### config.mk
export PLATFORM = sky130hd
export DESIGN_NAME = sram_line_controller
export DESIGN_NICKNAME = d
export VERILOG_FILES = /design/src/rtl/sram_line_controller.sv
export SDC_FILE = /design/constraint.sdc
export NUM_CORES = 1
export LEC_CHECK = 0
export CAP_MARGIN = 20
export CORE_MARGIN = 8
export CORE_UTILIZATION = 53
export CTS_BUF_LIST = sky130_fd_sc_hd__clkbuf_4 sky130_fd_sc_hd__clkbuf_8
export DETAILED_ROUTE_END_ITERATION = 16
export PLACE_DENSITY = 0.81
export SLEW_MARGIN = 30
export SYNTH_ARGS = -nofsm -noshare
export SYNTH_HDL_FRONTEND = slang
export SYNTH_SLANG_ARGS = --single-unit
### constraint.sdc
create_clock -name clk -period 5.24 [get_ports clk]
set_clock_uncertainty 0.05 [all_clocks]
set_input_delay 0.524 -clock clk [delete_from_list [all_inputs] [get_ports clk]]
set_output_delay 0.524 -clock clk [all_outputs]
set_load 0.01 [all_outputs]
### src/rtl/sram_line_controller.sv
// sram_line_controller
// Line-fill / write-back sequencer that sits in front of a single-port word SRAM.
// Each cache-line request becomes WORDS_PER_LINE back-to-back word accesses.
// Read words are gathered into a line, and one response pulse is returned per request.
// Optional feature macro: MEM_CTRL_CRITICAL_WORD_FIRST_EN. When it is defined,
// reads start at the requested word and the critical word is forwarded early
// on rsp_crit_valid/rsp_crit_data.
module sram_line_controller #(
    parameter int ADDR_W         = 20,
    parameter int DATA_W         = 32,
    parameter int WORDS_PER_LINE = 4
) (
    input  logic                             clk,
    input  logic                             reset_n,
    input  logic                             req_valid,
    output logic                             req_ready,
    input  logic                             req_we,
    input  logic [ADDR_W-1:0]                req_addr,
    input  logic [WORDS_PER_LINE*DATA_W-1:0] req_wdata,
    output logic                             rsp_valid,
    output logic [WORDS_PER_LINE*DATA_W-1:0] rsp_rdata,
`ifdef MEM_CTRL_CRITICAL_WORD_FIRST_EN
    output logic                             rsp_crit_valid,
    output logic [DATA_W-1:0]                rsp_crit_data,
`endif
    output logic [ADDR_W-1:0]                sram_a,
    output logic [DATA_W-1:0]                sram_d,
    output logic                             sram_we,
    output logic                             sram_csb,
    input  logic [DATA_W-1:0]                sram_q
);

    localparam int LINE_W = WORDS_PER_LINE * DATA_W;
    localparam int OFF_W  = $clog2(WORDS_PER_LINE);
    localparam logic [OFF_W-1:0] LAST_WORD = OFF_W'(WORDS_PER_LINE - 1);

    typedef enum logic [2:0] {
        IDLE,
        WR,
        RD,
        DRAIN,
        RESP
    } state_t;

    state_t                     state_q;
    logic [OFF_W-1:0]           cnt_q;
    logic [ADDR_W-OFF_W-1:0]    base_q;
    logic [LINE_W-DATA_W-1:0]   wdata_q;
    logic [LINE_W-1:0]          line_q;
    logic                       pend_q;
    logic [OFF_W-1:0]           pend_slot_q;
    logic                       ready_q;
    logic                       rsp_valid_q;
    logic [LINE_W-1:0]          rsp_rdata_q;
    logic [ADDR_W-1:0]          sram_a_q;
    logic [DATA_W-1:0]          sram_d_q;
    logic                       sram_we_q;
    logic                       sram_csb_q;

    logic                       accept_d;
    logic [OFF_W-1:0]           cnt_d;
    logic [OFF_W-1:0]           first_slot_d;
    logic [OFF_W-1:0]           cur_slot_d;
    logic [OFF_W-1:0]           next_slot_d;
    logic [DATA_W-1:0]          wr_next_word_d;
    logic [LINE_W-1:0]          line_d;

`ifdef MEM_CTRL_CRITICAL_WORD_FIRST_EN
    logic [OFF_W-1:0]           off_q;
    logic                       crit_pend_q;
`else
    // Offset bits only matter for critical-word-first ordering.
    logic                       unused_offset_bits;
    assign unused_offset_bits = ^req_addr[OFF_W-1:0];
`endif

    // Next word slot, write data selection and read-line merge.
    always_comb begin
        accept_d = (state_q == IDLE) && ready_q && req_valid;
        cnt_d    = cnt_q + 1'b1;
`ifdef MEM_CTRL_CRITICAL_WORD_FIRST_EN
        first_slot_d = req_addr[OFF_W-1:0];
        cur_slot_d   = off_q + cnt_q;
        next_slot_d  = off_q + cnt_d;
`else
        first_slot_d = '0;
        cur_slot_d   = cnt_q;
        next_slot_d  = cnt_d;
`endif
        // Word 0 goes out straight from the request, so only words 1.. are stored.
        wr_next_word_d = '0;
        if (cnt_d != '0) begin
            wr_next_word_d = wdata_q[(int'(cnt_d) - 1) * DATA_W +: DATA_W];
        end
        line_d = line_q;
        if (pend_q) begin
            line_d[int'(pend_slot_q) * DATA_W +: DATA_W] = sram_q;
        end
    end

    // Sequencer FSM with registered SRAM strobes, ready and response.
    always_ff @(posedge clk or negedge reset_n) begin
        if (!reset_n) begin
            state_q     <= IDLE;
            cnt_q       <= '0;
            base_q      <= '0;
            pend_q      <= 1'b0;
            pend_slot_q <= '0;
            ready_q     <= 1'b0;
            rsp_valid_q <= 1'b0;
            rsp_rdata_q <= '0;
            sram_a_q    <= '0;
            sram_d_q    <= '0;
            sram_we_q   <= 1'b1;
            sram_csb_q  <= 1'b1;
`ifdef MEM_CTRL_CRITICAL_WORD_FIRST_EN
            off_q       <= '0;
            crit_pend_q <= 1'b0;
`endif
        end else begin
            pend_q      <= 1'b0;
            rsp_valid_q <= 1'b0;
`ifdef MEM_CTRL_CRITICAL_WORD_FIRST_EN
            crit_pend_q <= 1'b0;
`endif
            case (state_q)
                IDLE: begin
                    if (accept_d) begin
                        ready_q    <= 1'b0;
                        cnt_q      <= '0;
                        base_q     <= req_addr[ADDR_W-1:OFF_W];
`ifdef MEM_CTRL_CRITICAL_WORD_FIRST_EN
                        off_q      <= req_addr[OFF_W-1:0];
`endif
                        sram_csb_q <= 1'b0;
                        if (req_we) begin
                            state_q   <= WR;
                            sram_we_q <= 1'b0;
                            sram_a_q  <= {req_addr[ADDR_W-1:OFF_W], {OFF_W{1'b0}}};
                            sram_d_q  <= req_wdata[DATA_W-1:0];
                        end else begin
                            state_q   <= RD;
                            sram_we_q <= 1'b1;
                            sram_a_q  <= {req_addr[ADDR_W-1:OFF_W], first_slot_d};
                        end
                    end else begin
                        ready_q <= 1'b1;
                    end
                end
                WR: begin
                    if (cnt_q == LAST_WORD) begin
                        state_q     <= RESP;
                        sram_csb_q  <= 1'b1;
                        sram_we_q   <= 1'b1;
                        rsp_valid_q <= 1'b1;
                    end else begin
                        cnt_q    <= cnt_d;
                        sram_a_q <= {base_q, cnt_d};
                        sram_d_q <= wr_next_word_d;
                    end
                end
                RD: begin
                    // The word addressed this cycle returns on sram_q next cycle.
                    pend_q      <= 1'b1;
                    pend_slot_q <= cur_slot_d;
`ifdef MEM_CTRL_CRITICAL_WORD_FIRST_EN
                    crit_pend_q <= (cnt_q == '0);
`endif
                    if (cnt_q == LAST_WORD) begin
                        state_q    <= DRAIN;
                        sram_csb_q <= 1'b1;
                    end else begin
                        cnt_q    <= cnt_d;
                        sram_a_q <= {base_q, next_slot_d};
                    end
                end
                DRAIN: begin
                    state_q     <= RESP;
                    rsp_valid_q <= 1'b1;
                    rsp_rdata_q <= line_d;
                end
                RESP: begin
                    state_q <= IDLE;
                    ready_q <= 1'b1;
                end
                default: begin
                    state_q <= IDLE;
                end
            endcase
        end
    end

    // Line payload storage; no reset needed, it is always written before use.
    always_ff @(posedge clk) begin
        if (accept_d) begin
            wdata_q <= req_wdata[LINE_W-1:DATA_W];
        end
        if (pend_q) begin
            line_q <= line_d;
        end
    end

    assign req_ready = ready_q;
    assign rsp_valid = rsp_valid_q;
    assign rsp_rdata = rsp_rdata_q;
    assign sram_a    = sram_a_q;
    assign sram_d    = sram_d_q;
    assign sram_we   = sram_we_q;
    assign sram_csb  = sram_csb_q;

`ifdef MEM_CTRL_CRITICAL_WORD_FIRST_EN
    // The critical word is forwarded straight from the SRAM output in the cycle it arrives.
    assign rsp_crit_valid = crit_pend_q;
    assign rsp_crit_data  = crit_pend_q ? sram_q : '0;
`endif

endmodule
==> impl_results.html, run 1 <==
<table>
<tr><th>Metric</th><th>Value</th></tr>
<tr><th colspan="2">Timing</th></tr>
<tr><td>Ratio of final minimum period to clock period</td><td>59.8%</td></tr>
<tr><td>Transition at the pin with the smallest max-transition slack</td><td>0.954 ns</td></tr>
<tr><td>Post-layout minimum cycle time</td><td>3.13 ns</td></tr>
<tr><td>Endpoints failing setup</td><td>0</td></tr>
<tr><td>RSZ-0062 raised after global routing</td><td>no</td></tr>
<tr><td>Slew Limit Fails</td><td>0</td></tr>
<tr><td>Min Hold Slack</td><td>0.364 ns</td></tr>
<tr><td>Total negative slack for setup checks</td><td>0 ns</td></tr>
<tr><td>Number of failing hold endpoints at the final stage</td><td>0</td></tr>
<tr><td>Maximum operating frequency</td><td>319 MHz</td></tr>
<tr><td>Post-route worst setup slack</td><td>2.11 ns</td></tr>
<tr><td>Worst-case headroom to the max-slew limit</td><td>35.8%</td></tr>
<tr><th colspan="2">Logic synthesis</th></tr>
<tr><td>Post-synthesis compound-gate area fraction</td><td>11.7%</td></tr>
<tr><td>Simple-gate share of the synthesized area</td><td>4.69%</td></tr>
<tr><td>Commonest cells in the synthesized netlist</td><td>sky130_fd_sc_hd__edfxtp_1 (224), sky130_fd_sc_hd__dfrtp_1 (206), sky130_fd_sc_hd__mux2_2 (145)</td></tr>
<tr><td>Number of synthesized flops with an enable pin</td><td>224</td></tr>
<tr><td>Xor and xnor area share after synthesis</td><td>0.0513%</td></tr>
<tr><td>Synth area leaders</td><td>sky130_fd_sc_hd__edfxtp_1 (39%), sky130_fd_sc_hd__dfrtp_1 (30%), sky130_fd_sc_hd__mux2_2 (9.6%)</td></tr>
<tr><td>Syn Area/Cell</td><td>15.1 um2</td></tr>
<tr><td>Post-Syn Nets</td><td>1320</td></tr>
<tr><td>Share of synthesized area occupied by flip-flops and latches</td><td>70.0%</td></tr>
<tr><td>Flip-flop and latch count after synthesis</td><td>432</td></tr>
<tr><td>Post-Syn Instances</td><td>1129</td></tr>
<tr><td>Share of async-settable or async-resettable flops after synthesis</td><td>48.1%</td></tr>
<tr><td>Main combinational cell family by area after synthesis</td><td>compound AO/OA/AOI/OAI gates</td></tr>
<tr><td>Total number of yosys warnings</td><td>0</td></tr>
<tr><td>Most used standard cell by instance count after synthesis</td><td>sky130_fd_sc_hd__edfxtp_1</td></tr>
<tr><td>Fraction of synthesized area in multiplexers</td><td>10.8%</td></tr>
<tr><td>Post-synth top area share</td><td>39.4%</td></tr>
<tr><td>Cell accounting for the most synthesized area</td><td>sky130_fd_sc_hd__edfxtp_1</td></tr>
<tr><td>Most instantiated flip-flop cell in the synthesis netlist</td><td>sky130_fd_sc_hd__edfxtp_1</td></tr>
<tr><td>Number of distinct standard cells referenced by the synthesized netlist</td><td>43</td></tr>
<tr><td>Synth Area in Adders</td><td>0.513%</td></tr>
<tr><td>Area of the mapped netlist</td><td>0.0171 mm2</td></tr>
<tr><th colspan="2">Global routing</th></tr>
<tr><td>Met3 Use GR</td><td>9.04%</td></tr>
<tr><td>Vias in the first global route</td><td>12100</td></tr>
<tr><td>Tot GR Track Use</td><td>24.5%</td></tr>
<tr><td>Most congested layer reported by global routing</td><td>met2</td></tr>
<tr><td>Pin count of the biggest net entering global routing</td><td>117</td></tr>
<tr><td>GR Util met2</td><td>40.0%</td></tr>
<tr><td>GR met1 Demand/Resource</td><td>29.5%</td></tr>
<tr><td>Remaining global-route overflow</td><td>0</td></tr>
<tr><td>Global-route wire length before repair</td><td>72900 um</td></tr>
<tr><td>Initial antenna violation count</td><td>7</td></tr>
<tr><th colspan="2">Floorplanning</th></tr>
<tr><td>Horizontal die dimension</td><td>195 um</td></tr>
<tr><td>Row count</td><td>65</td></tr>
<tr><td>Die Footprint</td><td>0.0382 mm2</td></tr>
<tr><td>Number of placed I/O pins</td><td>368</td></tr>
<tr><td>Starting Density</td><td>53.9%</td></tr>
<tr><td>CORE AREA</td><td>0.0316 mm2</td></tr>
<tr><td>Height of the die</td><td>195 um</td></tr>
<tr><th colspan="2">CTS</th></tr>
<tr><td>H-tree levels</td><td>3</td></tr>
<tr><td>CTS tree</td><td>done</td></tr>
<tr><td>Clock slew at reported path FFs</td><td>0.06 ns</td></tr>
<tr><td>Skew-Pair Late Insertion Delay</td><td>0.59 ns</td></tr>
<tr><td>CTS sink count</td><td>432</td></tr>
<tr><td>Inserted Clock Buffers</td><td>71</td></tr>
<tr><td>Bufs on Longest Clock Path</td><td>3</td></tr>
<tr><td>Number of post-CTS setup repair buffers</td><td>0</td></tr>
<tr><td>Buffer cell driving the clock tree root</td><td>sky130_fd_sc_hd__clkbuf_8</td></tr>
<tr><th colspan="2">Detailed routing</th></tr>
<tr><td>Detailed router's first-iteration violation count</td><td>864</td></tr>
<tr><td>Routed len/inst</td><td>24.2 um</td></tr>
<tr><td>DRC violation count after routing</td><td>0</td></tr>
<tr><td>Vias after detailed routing</td><td>11500</td></tr>
<tr><td>Count of TritonRoute iterations in the first routing pass</td><td>6</td></tr>
<tr><td>Antenna Violating Nets Remaining</td><td>0</td></tr>
<tr><td>Routed vias/inst</td><td>5.85</td></tr>
<tr><td>Final wirelength</td><td>47700 um</td></tr>
<tr><th colspan="2">Placed design</th></tr>
<tr><td>DP Cell Count</td><td>1836</td></tr>
<tr><td>Pre-CTS worst setup slack</td><td>2.13 ns</td></tr>
<tr><td>Routability-driven placement congestion ratio</td><td>0.834</td></tr>
<tr><td>Buffers on Ports</td><td>365</td></tr>
<tr><td>HPWL Detailed</td><td>31100 um</td></tr>
<tr><th colspan="2">Power</th></tr>
<tr><td>Leakage power of the design</td><td>0.00857 uW</td></tr>
<tr><td>Max VDD drop</td><td>0.434 mV</td></tr>
<tr><td>Ratio of total power to cell area</td><td>633 mW/mm2</td></tr>
<tr><th colspan="2">Worst hold path</th></tr>
<tr><td>Tightest Hold Check Type</td><td>in -&gt; async</td></tr>
<tr><th colspan="2">Finish</th></tr>
<tr><td>Final non-filler cell total</td><td>1973</td></tr>
<tr><td>Post-layout net count</td><td>1700</td></tr>
<tr><td>Number of fill cells</td><td>2046</td></tr>
<tr><td>Layout overhead on the synthesized area</td><td>32.4%</td></tr>
<tr><td>Ratio of cells with drive above 1 in the final layout</td><td>19.8%</td></tr>
<tr><th colspan="2">Setup path</th></tr>
<tr><td>Class of the most critical setup path</td><td>reg -&gt; reg</td></tr>
<tr><td>R2R Path Start</td><td>pend_q</td></tr>
<tr><td>Endpoint kind of the worst setup timing path</td><td>register</td></tr>
<tr><td>Startpoint types</td><td>register</td></tr>
<tr><td>Critical-path top delay cell</td><td>sky130_fd_sc_hd__dfrtp_4</td></tr>
<tr><td>CP peak stage delay</td><td>1.00 ns</td></tr>
<tr><td>Series of cell instances along the critical path</td><td>nand2_2, nor4b_4, buf_4, a22o_1, mux2_2</td></tr>
<tr><td>Top fanout value on the critical path</td><td>64</td></tr>
<tr><td>Worst endpoint data arrival time</td><td>3.61 ns</td></tr>
<tr><td>Critical path startpoint</td><td>pend_q</td></tr>
<tr><td>Required time at the endpoint of the critical path</td><td>5.71 ns</td></tr>
<tr><th colspan="2">Flow run</th></tr>
<tr><td>Max-Cap Viols</td><td>0</td></tr>
<tr><th colspan="2">Status</th></tr>
<tr><td>Run status</td><td>completed</td></tr>
</table>
## registers in the layout (all words and copies together) (netlist names)
| name | cells |
|---|---|
| cnt_q | 1 |
| state_q | 3 |
| sram_we | 1 |
| pend_slot_q | 2 |
| base_q | 18 |
| rsp_rdata | 128 |
| sram_d | 32 |
| req_ready | 1 |
| sram_a | 19 |
| rsp_valid | 1 |
| pend_q | 1 |
| sram_csb | 1 |
| line_q | 128 |
| wdata_q | 96 |
## report_power, final
part / total, uW / leakage, uW / switching [uW] / internal, uW
sequential: 5690 / 0.00449 / 693 / 4990
combinational: 5550 / 0.00328 / 2780 / 2760
clock: 3060 / 0.000797 / 1320 / 1740
total: 14300 / 0.00857 / 4800 / 9500
## logic make-up after synthesis
group | Yosys count
flip-flops | 432
AO/OA/AOI/OAI | 258
AND/OR/NAND/NOR | 183
multiplexers | 165
buffers and inverters | 83
adder cells (fa/ha/maj) | 7
XOR/XNOR | 1
## worst max-delay path, delay by kind of cell (launching register included)
family | cells | cell delay (ns)
buf+inv | 1 | 0.35
flops | 1 | 1.00
mux | 1 | 0.15
compound gates | 1 | 0.21
simple gates | 2 | 1.29
## layer usage
metal  wire length, um  share of wire (%)
met1             18300                 38
met2             23300                 49
met3              4790                 10
met4              1370                2.9
met5                13              0.027
## final cells by class
| cell class | instances | area [um2] | share of cell area (%) |
|---|---|---|---|
| antenna | 5 | 12.5 | 0.0554 |
| tap | 402 | 503 | 2.23 |
| clock inverter | 20 | 191 | 0.847 |
| clock buffer | 110 | 1300 | 5.76 |
| multi-input combinational | 614 | 4790 | 21.2 |
| inverter | 3 | 11.3 | 0.0499 |
| sequential | 432 | 11900 | 52.8 |
| timing repair buffer | 387 | 3850 | 17.0 |
## cell usage in the layout, fill, tap and decap left out, types with 5 or more instances in the layout
cell and n:
sky130_fd_sc_hd__a22o_1 129, sky130_fd_sc_hd__a31oi_1 34, sky130_fd_sc_hd__a32o_1 32, sky130_fd_sc_hd__buf_4 20
sky130_fd_sc_hd__clkbuf_4 34, sky130_fd_sc_hd__clkbuf_8 76, sky130_fd_sc_hd__clkdlybuf4s50_1 364, sky130_fd_sc_hd__clkinv_1 5
sky130_fd_sc_hd__clkinv_2 6, sky130_fd_sc_hd__dfrtp_1 205, sky130_fd_sc_hd__diode_2 5, sky130_fd_sc_hd__edfxtp_1 224
sky130_fd_sc_hd__ha_1 6, sky130_fd_sc_hd__mux2_2 145, sky130_fd_sc_hd__mux2i_1 18, sky130_fd_sc_hd__nand2_1 91
sky130_fd_sc_hd__nor2_1 71, sky130_fd_sc_hd__o21ai_0 41, sky130_fd_sc_hd__o21ai_1 14
## repair_timing
| item | CTS | global route |
|---|---|---|
| hold buffers | 1 | 0 |
| resized for setup | 0 | 0 |
| hold endpoints to repair | 32 | 0 |
## path summary, 6_finish.rpt
kind                            slack, ns  cells after the start            end
worst max register to register       2.11                      5   rsp_rdata[4]
worst min register to register       0.43                      2      sram_a[3]
max in group asynchronous            3.22                      4  rsp_rdata[11]
worst max-delay path                 2.11                      5   rsp_rdata[4]
min in group clk                     0.43                      2      sram_a[3]
worst min-delay path                 0.36                      2  rsp_rdata[25]
## per-stage QoR
step	total power [uW]	utilization, %	instance area [um2]
2_1_floorplan	8680	-	17100
3_3_place_gp	11100	66.5	21000
3_5_place_dp	11300	66.5	21000
4_1_cts	14400	71.3	22500
5_1_grt	15100	71.4	22600
6_report	14300	71.4	22600
No activity file was read; power rests on OpenSTA's default activity.
==> inputs of run 2 (changes only) <==
--- a/config.mk
+++ b/config.mk
@@ -7,10 +7,10 @@
 export LEC_CHECK = 0
 export CAP_MARGIN = 20
 export CORE_MARGIN = 8
-export CORE_UTILIZATION = 53
+export CORE_UTILIZATION = 48
 export CTS_BUF_LIST = sky130_fd_sc_hd__clkbuf_4 sky130_fd_sc_hd__clkbuf_8
 export DETAILED_ROUTE_END_ITERATION = 16
-export PLACE_DENSITY = 0.81
+export PLACE_DENSITY = 0.77
 export SLEW_MARGIN = 30
 export SYNTH_ARGS = -nofsm -noshare
 export SYNTH_HDL_FRONTEND = slang
==> constraint.sdc (replaced) <==
create_clock -name clk -period 2.8 [get_ports clk]
set_clock_uncertainty 0.05 [all_clocks]
set_input_delay 0.28 -clock clk [delete_from_list [all_inputs] [get_ports clk]]
set_output_delay 0.28 -clock clk [all_outputs]
set_load 0.01 [all_outputs]
==> run 2 against run 1 <==
Core utilization fell by 6.4 points. Setup slack got worse by 1.8 ns. First-iteration DRC count fell by 30%. Power rose by 89%. Global-route usage fell by 2.3 points. Critical endpoint is now sram_a[0]. Critical path depth fell by 3. Non-clock buffer count rose by 17. Count of clock-buffer cells in the layout did not move. Clock power rose by 91%. Wire length fell by 2.6%. Largest cell class unchanged. Die area rose by 9.5%. Final area rose by 1.6%.
==> impl_results.html, run 2 (synthesis results as in run 1) <==
<table>
<tr><th>Metric</th><th>Value</th></tr>
<tr><th colspan="2">Placed design</th></tr>
<tr><td>HPWL Detailed</td><td>31600 um (+1.6%)</td></tr>
<tr><td>Area post-placement</td><td>0.0214 mm2 (+1.7%)</td></tr>
<tr><td>DP Cell Count</td><td>1913 (+4.2%)</td></tr>
<tr><td>Routability-driven placement congestion ratio</td><td>0.828 (-0.71%)</td></tr>
<tr><td>Buffers on Ports</td><td>365 (unchanged)</td></tr>
<tr><th colspan="2">Power</th></tr>
<tr><td>Power Internal</td><td>18000 uW (+90%)</td></tr>
<tr><td>Max VDD drop</td><td>0.796 mV (+83%)</td></tr>
<tr><td>Combinational Power Share</td><td>39.4% (+0.6 points)</td></tr>
<tr><td>Leakage power of the design</td><td>0.00871 uW (+1.7%)</td></tr>
<tr><td>Share of total power in sequential cells</td><td>39.0% (-0.8 points)</td></tr>
<tr><td>Ratio of total power to cell area</td><td>1180 mW/mm2 (+86%)</td></tr>
<tr><td>Switching share of total power</td><td>33.3% (-0.23 points)</td></tr>
<tr><td>Net switching power figure</td><td>9010 uW (+88%)</td></tr>
<tr><td>Relative contribution of the clock network to total power</td><td>21.6% (+0.2 points)</td></tr>
<tr><th colspan="2">Detailed routing</th></tr>
<tr><td>Routed vias/inst</td><td>5.61 (-4.0%)</td></tr>
<tr><td>Vias after detailed routing</td><td>11500 (-0.22%)</td></tr>
<tr><td>Count of TritonRoute iterations in the first routing pass</td><td>5 (-1)</td></tr>
<tr><td>Routed len/inst</td><td>22.7 um (-6.3%)</td></tr>
<tr><td>DRC violation count after routing</td><td>0 (unchanged)</td></tr>
<tr><td>Antenna Violating Nets Remaining</td><td>0 (unchanged)</td></tr>
<tr><td>Detailed router's first-iteration violation count</td><td>609 (-30%)</td></tr>
<tr><td>Final wirelength</td><td>46500 um (-2.6%)</td></tr>
<tr><th colspan="2">Timing</th></tr>
<tr><td>Min Hold Slack</td><td>0.174 ns (-0.190 ns)</td></tr>
<tr><td>Endpoints failing setup</td><td>0 (unchanged)</td></tr>
<tr><td>Maximum operating frequency</td><td>404 MHz</td></tr>
<tr><td>Post-layout minimum cycle time</td><td>2.48 ns</td></tr>
<tr><td>Ratio of final minimum period to clock period</td><td>88.4%</td></tr>
<tr><td>Number of failing hold endpoints at the final stage</td><td>0 (unchanged)</td></tr>
<tr><td>RSZ-0062 raised after global routing</td><td>no</td></tr>
<tr><td>Slew Limit Fails</td><td>0 (unchanged)</td></tr>
<tr><td>Total negative slack for setup checks</td><td>0 ns (unchanged)</td></tr>
<tr><td>Worst-case headroom to the max-slew limit</td><td>41.0% (+5.3 points)</td></tr>
<tr><td>Transition at the pin with the smallest max-transition slack</td><td>0.884 ns (-0.0701 ns)</td></tr>
<tr><th colspan="2">Finish</th></tr>
<tr><td>Layout overhead on the synthesized area</td><td>34.5%</td></tr>
<tr><td>Post-layout net count</td><td>1719 (+1.1%)</td></tr>
<tr><td>Register area</td><td>0.0119 mm2 (unchanged)</td></tr>
<tr><td>Number of fill cells</td><td>2491 (+22%)</td></tr>
<tr><td>Highest-count cells in the layout ignoring fill and taps</td><td>sky130_fd_sc_hd__clkdlybuf4s50_1 (364), sky130_fd_sc_hd__edfxtp_1 (224), sky130_fd_sc_hd__dfrtp_1 (205)</td></tr>
<tr><td>Multi-input combinational cell area</td><td>0.00477 mm2 (-0.24%)</td></tr>
<tr><td>Post-route cell area</td><td>0.0230 mm2 (+1.6%)</td></tr>
<tr><td>Most frequent standard cell in the layout excluding fill and tap cells</td><td>sky130_fd_sc_hd__clkdlybuf4s50_1</td></tr>
<tr><td>Ratio of cells with drive above 1 in the final layout</td><td>20.7% (+0.86 points)</td></tr>
<tr><td>Final core occ</td><td>65.0% (-6.4 points)</td></tr>
<tr><td>Final non-filler cell total</td><td>2051 (+4.0%)</td></tr>
<tr><th colspan="2">Floorplanning</th></tr>
<tr><td>CORE AREA</td><td>0.0353 mm2 (+12%)</td></tr>
<tr><td>Starting Density</td><td>48.3% (-5.6 points)</td></tr>
<tr><td>Height of the die</td><td>205 um (+4.7%)</td></tr>
<tr><td>Number of placed I/O pins</td><td>368 (unchanged)</td></tr>
<tr><td>Row count</td><td>69 (+6.2%)</td></tr>
<tr><td>Die Footprint</td><td>0.0418 mm2 (+9.5%)</td></tr>
<tr><td>Horizontal die dimension</td><td>205 um (+4.7%)</td></tr>
<tr><th colspan="2">Global routing</th></tr>
<tr><td>Vias in the first global route</td><td>12400 (+2.8%)</td></tr>
<tr><td>Tot GR Track Use</td><td>22.2% (-2.3 points)</td></tr>
<tr><td>Global-route wire length before repair</td><td>72200 um (-0.88%)</td></tr>
<tr><td>Initial antenna violation count</td><td>5 (-2)</td></tr>
<tr><td>Remaining global-route overflow</td><td>0 (unchanged)</td></tr>
<tr><td>Pin count of the biggest net entering global routing</td><td>85 (-27%)</td></tr>
<tr><th colspan="2">CTS</th></tr>
<tr><td>Skew-Pair Late Insertion Delay</td><td>0.61 ns (+0.02 ns)</td></tr>
<tr><td>CTS tree</td><td>done</td></tr>
<tr><td>CTS sink count</td><td>432 (unchanged)</td></tr>
<tr><td>Buffer cell driving the clock tree root</td><td>sky130_fd_sc_hd__clkbuf_8</td></tr>
<tr><td>Bufs on Longest Clock Path</td><td>3 (unchanged)</td></tr>
<tr><td>Inserted Clock Buffers</td><td>73 (+2.8%)</td></tr>
<tr><td>Resized cells post-CTS</td><td>0 (unchanged)</td></tr>
<tr><td>H-tree levels</td><td>3 (unchanged)</td></tr>
<tr><td>Number of post-CTS setup repair buffers</td><td>0 (unchanged)</td></tr>
<tr><td>Clock slew at reported path FFs</td><td>0.06 ns (about the same)</td></tr>
<tr><td>CTS Hold Bufs</td><td>1 (unchanged)</td></tr>
<tr><th colspan="2">Setup path</th></tr>
<tr><td>Startpoint types</td><td>register</td></tr>
<tr><td>Class of the most critical setup path</td><td>reg -&gt; out</td></tr>
<tr><td>Worst endpoint data arrival time</td><td>2.15 ns (-1.46 ns)</td></tr>
<tr><td>Setup slack of the worst register-to-register path</td><td>0.48 ns (-1.63 ns)</td></tr>
<tr><td>Capturing point of the worst reg2reg path</td><td>rsp_rdata[22]</td></tr>
<tr><td>R2R Path Start</td><td>pend_slot_q[0]</td></tr>
<tr><td>Required time at the endpoint of the critical path</td><td>2.47 ns (-3.24 ns)</td></tr>
<tr><td>Top fanout value on the critical path</td><td>33 (-48%)</td></tr>
<tr><td>Worst-case reg-to-reg path depth</td><td>6 (+1)</td></tr>
<tr><td>Endpoint kind of the worst setup timing path</td><td>output port</td></tr>
<tr><th colspan="2">Status</th></tr>
<tr><td>Run status</td><td>completed</td></tr>
<tr><th colspan="2">Worst hold path</th></tr>
<tr><td>Terminating pin of the worst hold path</td><td>wdata_q[90]</td></tr>
<tr><td>Hold Path Origin</td><td>req_wdata[122]</td></tr>
<tr><td>Tightest Hold Check Type</td><td>in -&gt; reg</td></tr>
<tr><td>Cells on Worst Hold Path</td><td>1</td></tr>
<tr><th colspan="2">Flow run</th></tr>
<tr><td>Max-Cap Viols</td><td>0 (unchanged)</td></tr>
</table>
==> run 2: cell count changes in the layout (fill, tap and decap cells not counted), sizes merged <==
cell and delta:
buf +17, clkinv +7, diode -3, bufinv -1, clkinvlp -1
==> run 2: critical path, cell delays in order, from the launching register on <==
cell	delay, ns
sky130_fd_sc_hd__dfrtp_1	0.48
sky130_fd_sc_hd__buf_4	0.42
sky130_fd_sc_hd__clkdlybuf4s50_1	0.63
==> run 2: per-stage QoR <==
step / total power [uW] / worst slack (ns)
after global routing: 28700 / 0.183
final: 27100 / 0.324
after global placement: 21100 / 0.570
after CTS: 27400 / 0.251
after detailed placement: 21500 / 0.516
after floorplan: 16200 / 0.0786
==> run 2: worst max-delay path by stage <==
stage,from,endpoint,slack [ns],cells after the start
finish,cnt_q[0],sram_a[0],0.32,2
detailed placement,pend_slot_q[0],rsp_rdata[122],0.52,7
global placement,req_valid,wdata_q[86],0.57,4
global route,cnt_q[0],sram_a[0],0.18,2
CTS,cnt_q[0],sram_a[0],0.25,2
floorplan,state_q[0],base_q[10],0.08,5
==> run 2: power groups by stage <==
stage / sequential [uW] / combinational [uW] / clock (uW)
6_report: 10500 / 10700 / 5840
5_1_grt: 10800 / 11600 / 6290
4_1_cts: 10600 / 10800 / 5990
3_5_place_dp: 10700 / 10800 / 0
3_3_place_gp: 10500 / 10500 / 0
2_1_floorplan: 11100 / 5090 / 0
==> run 2: layout make-up <==
type / instances / area share, %
antenna: 2 / 0.0218
timing repair buffer: 404 / 17.9
multi-input combinational: 614 / 20.8
clock buffer: 110 / 5.91
tap: 461 / 2.51
sequential: 432 / 52.0
clock inverter: 25 / 0.807
inverter: 3 / 0.0491
==> run 2: routing by layer <==
layer	routed length [um]	up-vias	track usage (%)
met4	929	6	7.46
met3	5060	71	8.67
met2	22000	496	34.9
met1	18400	5827	27.9
li1	-	5111	-
met5	40	-	0
